--- config.mk ---
export PLATFORM = sky130hd
export DESIGN_NAME = z_core_alu_bist
export DESIGN_NICKNAME = d
export VERILOG_FILES = /design/src/rtl/z_core_alu_pkg.sv /design/src/rtl/z_core_alu_bist_rom.sv /design/src/rtl/z_core_alu_bist.sv
export SDC_FILE = /design/constraint.sdc
export NUM_CORES = 1
export LEC_CHECK = 0
export CAP_MARGIN = 10
export CORE_ASPECT_RATIO = 0.8
export CORE_MARGIN = 10
export CORE_UTILIZATION = 42
export CTS_BUF_LIST = sky130_fd_sc_hd__clkbuf_8
export DETAILED_ROUTE_END_ITERATION = 12
export PLACE_DENSITY_LB_ADDON = 0.25
export RECOVER_POWER = 50
export SYNTH_ARGS = -nofsm -noshare
export SYNTH_HDL_FRONTEND = slang
export SYNTH_SLANG_ARGS = --single-unit
--- constraint.sdc ---
create_clock -name clk -period 2.26 [get_ports clk]
set_input_delay 0.678 -clock clk [delete_from_list [all_inputs] [get_ports clk]]
set_output_delay 0.678 -clock clk [all_outputs]
set_load 0.1 [all_outputs]
--- src/rtl/z_core_alu_pkg.sv ---
// Shared ALU definitions: opcode map, widths, BIST state encodings and ROM row layout.
package z_core_alu_pkg;

    localparam int unsigned OP_W   = 4;
    localparam int unsigned DATA_W = 32;

    localparam logic [OP_W-1:0] ALU_ADD  = 4'd0;
    localparam logic [OP_W-1:0] ALU_SUB  = 4'd1;
    localparam logic [OP_W-1:0] ALU_SLL  = 4'd2;
    localparam logic [OP_W-1:0] ALU_SLT  = 4'd3;
    localparam logic [OP_W-1:0] ALU_SLTU = 4'd4;
    localparam logic [OP_W-1:0] ALU_XOR  = 4'd5;
    localparam logic [OP_W-1:0] ALU_SRL  = 4'd6;
    localparam logic [OP_W-1:0] ALU_SRA  = 4'd7;
    localparam logic [OP_W-1:0] ALU_OR   = 4'd8;
    localparam logic [OP_W-1:0] ALU_AND  = 4'd9;

    localparam logic [1:0] ST_IDLE  = 2'd0;
    localparam logic [1:0] ST_DRIVE = 2'd1;
    localparam logic [1:0] ST_CHECK = 2'd2;
    localparam logic [1:0] ST_DONE  = 2'd3;

    typedef struct packed {
        logic [OP_W-1:0]   op;
        logic [DATA_W-1:0] in1;
        logic [DATA_W-1:0] in2;
        logic [DATA_W-1:0] exp_out;
        logic              exp_br;
        logic              chk_br;
    } rom_row_t;

    // Rows in this revision never check the branch flag.
    function automatic rom_row_t mk_row(input logic [OP_W-1:0] op,
                                        input logic [DATA_W-1:0] in1,
                                        input logic [DATA_W-1:0] in2,
                                        input logic [DATA_W-1:0] exp_out);
        rom_row_t r;
        r.op      = op;
        r.in1     = in1;
        r.in2     = in2;
        r.exp_out = exp_out;
        r.exp_br  = 1'b0;
        r.chk_br  = 1'b0;
        return r;
    endfunction

endpackage

--- src/rtl/z_core_alu_bist_rom.sv ---
// Combinational BIST vector table: index -> {op, in1, in2, exp_out, exp_br, chk_br}.
module z_core_alu_bist_rom
    import z_core_alu_pkg::*;
(
    input  logic [3:0] idx,
    output rom_row_t   row
);

    always_comb begin
        row = '0;
        case (idx)
            4'd0:  row = mk_row(ALU_ADD,  32'd2,          32'd3,  32'd5);
            4'd1:  row = mk_row(ALU_SUB,  32'd5,          32'd3,  32'd2);
            4'd2:  row = mk_row(ALU_SLL,  32'd2,          32'd1,  32'd4);
            4'd3:  row = mk_row(ALU_SLL,  32'd2,          32'd8,  32'd512);
            4'd4:  row = mk_row(ALU_SLT,  32'd10,         32'd20, 32'd1);
            4'd5:  row = mk_row(ALU_SLTU, 32'd20,         32'd10, 32'd0);
            4'd6:  row = mk_row(ALU_XOR,  32'd12,         32'd5,  32'd9);
            4'd7:  row = mk_row(ALU_SRL,  32'd12,         32'd2,  32'd3);
            4'd8:  row = mk_row(ALU_ADD,  32'hFFFF_FFFF,  32'd1,  32'd0);
            4'd9:  row = mk_row(ALU_SUB,  32'd0,          32'd1,  32'hFFFF_FFFF);
            4'd10: row = mk_row(ALU_SLT,  32'hFFFF_FFFF,  32'd1,  32'd1);
            4'd11: row = mk_row(ALU_SLTU, 32'hFFFF_FFFF,  32'd1,  32'd0);
            4'd12: row = mk_row(ALU_SRA,  32'h8000_0000,  32'd4,  32'hF800_0000);
            4'd13: row = mk_row(ALU_SLL,  32'd1,          32'd33, 32'd2);
            4'd14: row = mk_row(ALU_OR,   32'h0000_00F0,  32'h0F, 32'hFF);
            4'd15: row = mk_row(ALU_AND,  32'h0000_00F0,  32'h3C, 32'h30);
        endcase
    end

endmodule

--- src/rtl/z_core_alu_bist.sv ---
// BIST sequencer for z_core_alu: drives ROM vectors, checks results, reports pass/fail.
module z_core_alu_bist
    import z_core_alu_pkg::*;
#(
    parameter int unsigned SETTLE_CYCLES = 1,
    parameter int unsigned STOP_ON_FAIL  = 0,
    parameter int unsigned NUM_VECTORS   = 16
) (
    input  logic              clk,
    input  logic              rstn,
    input  logic              start,
    output logic [DATA_W-1:0] alu_in1,
    output logic [DATA_W-1:0] alu_in2,
    output logic [OP_W-1:0]   alu_inst_type,
    input  logic [DATA_W-1:0] alu_out,
    input  logic              alu_branch,
    output logic              busy,
    output logic              done,
    output logic              pass,
    output logic [7:0]        fail_count,
    output logic [3:0]        first_fail_idx
);

    localparam logic [3:0] SETTLE_INIT = 4'(SETTLE_CYCLES - 1);
    localparam logic [3:0] LAST_IDX    = 4'(NUM_VECTORS - 1);

    logic [1:0]        state;
    logic [3:0]        idx;
    logic [3:0]        settle;
    logic [3:0]        rom_idx;
    rom_row_t          rom_row;
    logic [DATA_W-1:0] exp_out;
    logic              exp_br;
    logic              chk_br;
    logic              mismatch;

    // The ROM is addressed with the row about to be loaded, so the registered
    // expectations below stay aligned with the operands held on the ALU.
    assign rom_idx = (state == ST_CHECK) ? idx + 4'd1 : '0;

    z_core_alu_bist_rom u_rom (
        .idx (rom_idx),
        .row (rom_row)
    );

    assign mismatch = (alu_out != exp_out) | (chk_br & (alu_branch != exp_br));
    assign busy     = (state == ST_DRIVE) | (state == ST_CHECK);
    assign pass     = done & (fail_count == 8'd0);

    always_ff @(posedge clk or negedge rstn) begin
        if (!rstn) begin
            state          <= ST_IDLE;
            idx            <= '0;
            settle         <= '0;
            alu_in1        <= '0;
            alu_in2        <= '0;
            alu_inst_type  <= '0;
            exp_out        <= '0;
            exp_br         <= 1'b0;
            chk_br         <= 1'b0;
            done           <= 1'b0;
            fail_count     <= '0;
            first_fail_idx <= '0;
        end else begin
            case (state)
                ST_IDLE, ST_DONE: begin
                    if (start) begin
                        idx            <= '0;
                        fail_count     <= '0;
                        first_fail_idx <= '0;
                        done           <= 1'b0;
                        alu_in1        <= rom_row.in1;
                        alu_in2        <= rom_row.in2;
                        alu_inst_type  <= rom_row.op;
                        exp_out        <= rom_row.exp_out;
                        exp_br         <= rom_row.exp_br;
                        chk_br         <= rom_row.chk_br;
                        settle         <= SETTLE_INIT;
                        state          <= ST_DRIVE;
                    end
                end
                ST_DRIVE: begin
                    if (settle == 4'd0) begin
                        state <= ST_CHECK;
                    end else begin
                        settle <= settle - 4'd1;
                    end
                end
                ST_CHECK: begin
                    if (mismatch) begin
                        if (fail_count == 8'd0) begin
                            first_fail_idx <= idx;
                        end
                        if (fail_count != 8'hFF) begin
                            fail_count <= fail_count + 8'd1;
                        end
                    end
                    if ((idx == LAST_IDX) || ((STOP_ON_FAIL != 0) && mismatch)) begin
                        done  <= 1'b1;
                        state <= ST_DONE;
                    end else begin
                        idx           <= idx + 4'd1;
                        alu_in1       <= rom_row.in1;
                        alu_in2       <= rom_row.in2;
                        alu_inst_type <= rom_row.op;
                        exp_out       <= rom_row.exp_out;
                        exp_br        <= rom_row.exp_br;
                        chk_br        <= rom_row.chk_br;
                        settle        <= SETTLE_INIT;
                        state         <= ST_DRIVE;
                    end
                end
                default: state <= ST_IDLE;
            endcase
        end
    end

endmodule

Word level (Yosys, flattened, before mapping)

Memories as Yosys holds them, arrays and structs flattened.
Index checks and enable logic that the tools add are counted.

Flip-flop bits (word level): 125
Input bits: 36
Output and inout port bits: 83
Memory bits (writable): 0
Memories kept: 1
ROM bits: 1184
Latch bits: 0

Bitwise gates (word level): 4
Reductions and logical operators: 11
$mul: 0
Eq/ne operators: 15
Order comparisons: 0
Shift operators: 0
$add $sub $neg: 3
Div/mod/pow operators: 0
Muxes and demuxes: 39

Memories:

| name             | depth | bits a word | read ports | clocked after Yosys merged registers in | write ports | line                      | text |
|---|---|---|---|---|---|---|---|
| (name not given) | 16    | 74          | 1          | 0                                       | 0           | z_core_alu_bist_rom.sv:11 | `case (idx)` |

Operators by type and width:

| kind                  | number |
|---|---|
| $mux W32              | 6 |
| $pmux W32 S2          | 3 |
| $mux W4               | 9 |
| $ne A32 B32 Y1        | 1 |
| $mux W8               | 3 |
| $pmux W4 S2           | 3 |
| $pmux W8 S2           | 1 |
| $pmux W4 S3           | 1 |
| $reduce_and A3 Y1     | 3 |
| $add A8 B1 Y8 const B | 1 |
| $logic_not A8 Y1      | 1 |
| $ne A2 B1 Y1 const B  | 4 |
| $ne A2 B2 Y1 const B  | 4 |
| $ne A8 B8 Y1 const B  | 1 |
| $reduce_and A4 Y1     | 2 |
| $mux W1               | 6 |
| $mux W2               | 3 |
| $pmux W1 S2           | 3 |
| $pmux W2 S3           | 1 |
| $add A4 B1 Y4 const B | 1 |
| $eq A2 B2 Y1 const B  | 2 |
| $eq A4 B4 Y1 const B  | 1 |
| $logic_not A4 Y1      | 1 |
| $sub A4 B1 Y4 const B | 1 |
| other kinds (8)       | 10 |

Longest topological paths before layout

Word-level depth: 5
Gate-level depth with buffers: 12
Gate-level depth less buffers: 10

Modules after synthesis

Synthesis repeated with hierarchy kept, for this count alone.

Cell total of the unflattened synthesis: 568
Area, all modules: 6631.4 sq um

Modules (own cells, without submodules):

| module              | cells each | area each (sq um) | times used |
|---|---|---|---|
| z_core_alu_bist     | 410        | 5517.8            | 1 |
| z_core_alu_bist_rom | 158        | 1113.6            | 1 |

Least setup slack after synthesis

No wires, ideal clock.

Path type: reg2out
Start point: reg fail_count[0]
End point: out pass
Arrival time: 2.178 ns
Required time: 1.582 ns
Stages on the path, launching flop included: 5
Setup slack: -0.596 ns
Cell sequence: dfrtp_1 > inv_1 > ha_1 > nor4b_1 > and3_1

Word-level cells in the longest chain between the ends: 2

RTL lines:

| item                     | line                  | text |
|---|---|---|
| start: declaration       | z_core_alu_bist.sv:20 | `output logic [7:0] fail_count,` |
| start signal: assignment | z_core_alu_bist.sv:95 | `fail_count <= fail_count + 8'd1;` |
| $logic_not A8 Y1         | z_core_alu_bist.sv:48 | `assign pass = done & (fail_count == 8'd0);` |
| $and A1 B1 Y1            | z_core_alu_bist.sv:48 |  |
| end: declaration         | z_core_alu_bist.sv:19 | `output logic pass,` |

No other way between the ends.

Final worst setup path

Start point: reg fail_count[1]
End point: out pass

The elaborated chain is that of the path after synthesis.

==> key figures <==
Synthesis
  – Yosys warns: 0
  – Post-synth EDFFs: 0
  – Syn_area_per_cell: 8.60 µm²
  – Seq/Total Area, Yosys: 0.369
  – Post-synthesis cell type count: 53
  – Synthesized flop and latch total: 50
  – Cell Area, Synth: 3390 µm²
  – FFs w/ async S/R, synth: 1.00
  – Ys flop type: dfrtp_1
  – Leading cell types by count after synthesis: buf_4, dfrtp_1, nand2_1
  – Yosys top cell by area: dfrtp_1
  – Area contributors post-synth: dfrtp_1, buf_4, ha_1
  – Top-area cell type share of the netlist area: 0.369
  – Cells after Synth: 394

GRT
  – Antenna violations before repair: 0
  – GRT Total Usage: 0.160
  – Number of global-route vias before repair: 3087
  – Largest net degree at the start of global routing: 30
  – GRT overflow: 0
  – First-pass GRT wire length: 16100 µm

Drt
  – Avg Vias per Cell: 5.31
  – Vias after detailed routing: 3174
  – DRC: 0
  – DRT antenna net count: 0
  – Detailed Route WL: 9950 µm
  – Drt pass-1 iters: 5
  – Drt first-iter violations: 207
  – Routed wire per std cell: 16.6 µm

Placed design
  – Post-DP Area: 4650 µm²
  – Inst Count DP: 582
  – Port bufs: 91
  – Final Wtd Congestion: 0.865
  – Dpl hpwl: 7530 µm

Setup path
  – Crit path cell chain: inv_2 > ha_4 > nor4b_4 > and3_4 > buf_12
  – Slowest-stage cell, CP: dfrtp_2
  – WS Path Type: reg -> out
  – Worst Path Max Fanout: 2
  – CP Capture Type: output port
  – Worst setup SP type: register
  – CP peak stage delay: 430 ps
  – CP Data Required Time: 1580 ps
  – WP data arrival: 1540 ps

Floorplanning
  – Num ports: 119
  – Core Rows: 29
  – DIE WIDTH: 120 µm
  – Die height: 100 µm
  – Core Box Area: 7910 µm²
  – Initial Util: 0.429
  – Die Footprint: 12100 µm²

STA
  – Final Hold Vio Count: 0
  – Final critical-path required period: 2220 ps
  – RSZ-0062 raised after global routing: yes
  – Final-report setup violation count: 0
  – Clk_skew: 11.4 ps
  – Least-Margin Pin Slew: 1240 ps
  – Final worst path period share: 0.982
  – Headroom to the max-slew limit: 0.170
  – Slew Limit Fails: 0
  – Fmax: 451 MHz
  – Fin Setup TNS: 0 ps

Clocking
  – Clk sinks: 50
  – # hold bufs at CTS: 0
  – H-tree Lvls: 2
  – Worst-Skew Late Latency: 310 ps
  – Clock buffer depth: 2
  – Clock transition at path regs: 100 ps
  – CTS tree: yes
  – Clock root buffer: clkbuf_8
  – Total CTS buffers: 5

Min path
  – Hold Path Class: reg -> reg

Flow run
  – Max cap viols: 0

Power and ir drop
  – VDD IR max: 0.928 mV
  – Pwr dens: 966 nW/µm²
  – Pleak: 2.22 nW

Final layout
  – Area of the multi-input gates: 1870 µm²
  – Final #Nets: 541
  – Storage element area: 1260 µm²
  – Filler cells: 684
  – Final Cell Area: 4810 µm²
  – Area growth, synth to finish: 41.9%
  – Ant. Diodes: 0
  – Fin cells: 598
  – Share of cells above drive strength 1: 0.298
  – Layout Utilization: 0.608

Status
  – Status: finished clean
cells by family (layout without fill, tap and decap cells):
family | after synthesis | in the layout | synth area share
compound gates | 107 | 107 | 0.200
xor+xnor | 8 | 8 | 0.0207
fa+ha+maj | 16 | 16 | 0.0591
buf+inv | 85 | 156 | 0.156
flops | 50 | 50 | 0.369
mux | 5 | 5 | 0.0155
other cells | 1 | 26 | 0.00111
simple gates | 122 | 122 | 0.179
area by class of cell:
type	count	share of cell area
Clock buffer	5	0.0143
Timing Repair Buffer	131	0.286
Sequential cell	50	0.261
Multi-Input combinational cell	284	0.388
Inverter	17	0.0148
Tap cell	108	0.0281
Clock inverter	3	0.00832
flip-flops by register name, summed over array words and instances (netlist names):
signal / count
idx: 4
first_fail_idx: 4
settle: 4
alu_inst_type: 4
done: 1
fail_count: 8
exp_out: 9
alu_in1: 8
alu_in2: 6
state: 2
worst paths after layout:
| kind | startpoint | endpoint | slack [ps] | cells past startpoint |
|---|---|---|---|---|
| setup reg to reg | exp_out[26]$_DFFE_PN0P_ | first_fail_idx[3]$_DFFE_PN0P_ | 90 | 7 |
| hold reg to reg | alu_in1[4]$_DFFE_PN0P_ | alu_in1[4]$_DFFE_PN0P_ | 480 | 1 |
| hold / removal | alu_in1[4]$_DFFE_PN0P_ | alu_in1[4]$_DFFE_PN0P_ | 480 | 1 |
| setup / recovery | fail_count[1]$_DFFE_PN0P_ | pass | 40 | 5 |
| max in group asynchronous | rstn | alu_in1[30]$_DFFE_PN0P_ | 830 | 1 |
| min in group asynchronous | rstn | settle[1]$_DFFE_PN0P_ | 600 | 1 |
per-layer routing:
layer / global-route usage / vias to the layer above / routed length, µm
met5: 0 / - / 0
met4: 0.0389 / 0 / 93
met3: 0.0572 / 8 / 879
met2: 0.234 / 141 / 4330
met1: 0.218 / 1504 / 4650
li1: - / 1521 / -
what timing repair did:
item	in CTS	in global routing
setup buffers	3	5
resized for setup	33	25
pin swaps	18	11
setup endpoints to repair	13	24
cloned	0	0
report_power, final:
group,internal [W],switching [W]
Combinational,0.000892,0.00199
Sequential,0.00104,0.0000927
Clock,0.000326,0.000303
worst max-delay path, delay by kind of cell (launching register included):
kind | cells | cell delay, ps
simple gates | 2 | 430
buf+inv | 2 | 250
fa+ha+maj | 1 | 120
flops | 1 | 430
metrics by stage:
stage | hold WS, ps | power (W) | setup slack, ps
detailed placement | 462 | 0.00399 | -658
global route | 511 | 0.00493 | -36.4
global placement | 462 | 0.00394 | -609
CTS | 340 | 0.00466 | 4.84
finish | 484 | 0.00465 | 41.1
floorplan | 382 | 0.00326 | -97.0
placed cells by master, fill, tap and decap left out, types with 6 or more instances in the layout:
| cell | instances |
|---|---|
| conb_1 | 26 |
| inv_1 | 13 |
| clkdlybuf4s50_1 | 16 |
| buf_4 | 38 |
| nor2_1 | 13 |
| o21ai_0 | 31 |
| nand4_1 | 9 |
| buf_12 | 31 |
| dlygate4sd2_1 | 9 |
| nand3_1 | 18 |
| xnor2_1 | 7 |
| a31oi_1 | 6 |
| ha_1 | 14 |
| nand2_1 | 47 |
| dfrtp_1 | 46 |
| a21oi_1 | 16 |
| o21ai_1 | 9 |
| clkbuf_2 | 28 |
Power figures use the tool's default switching activity.
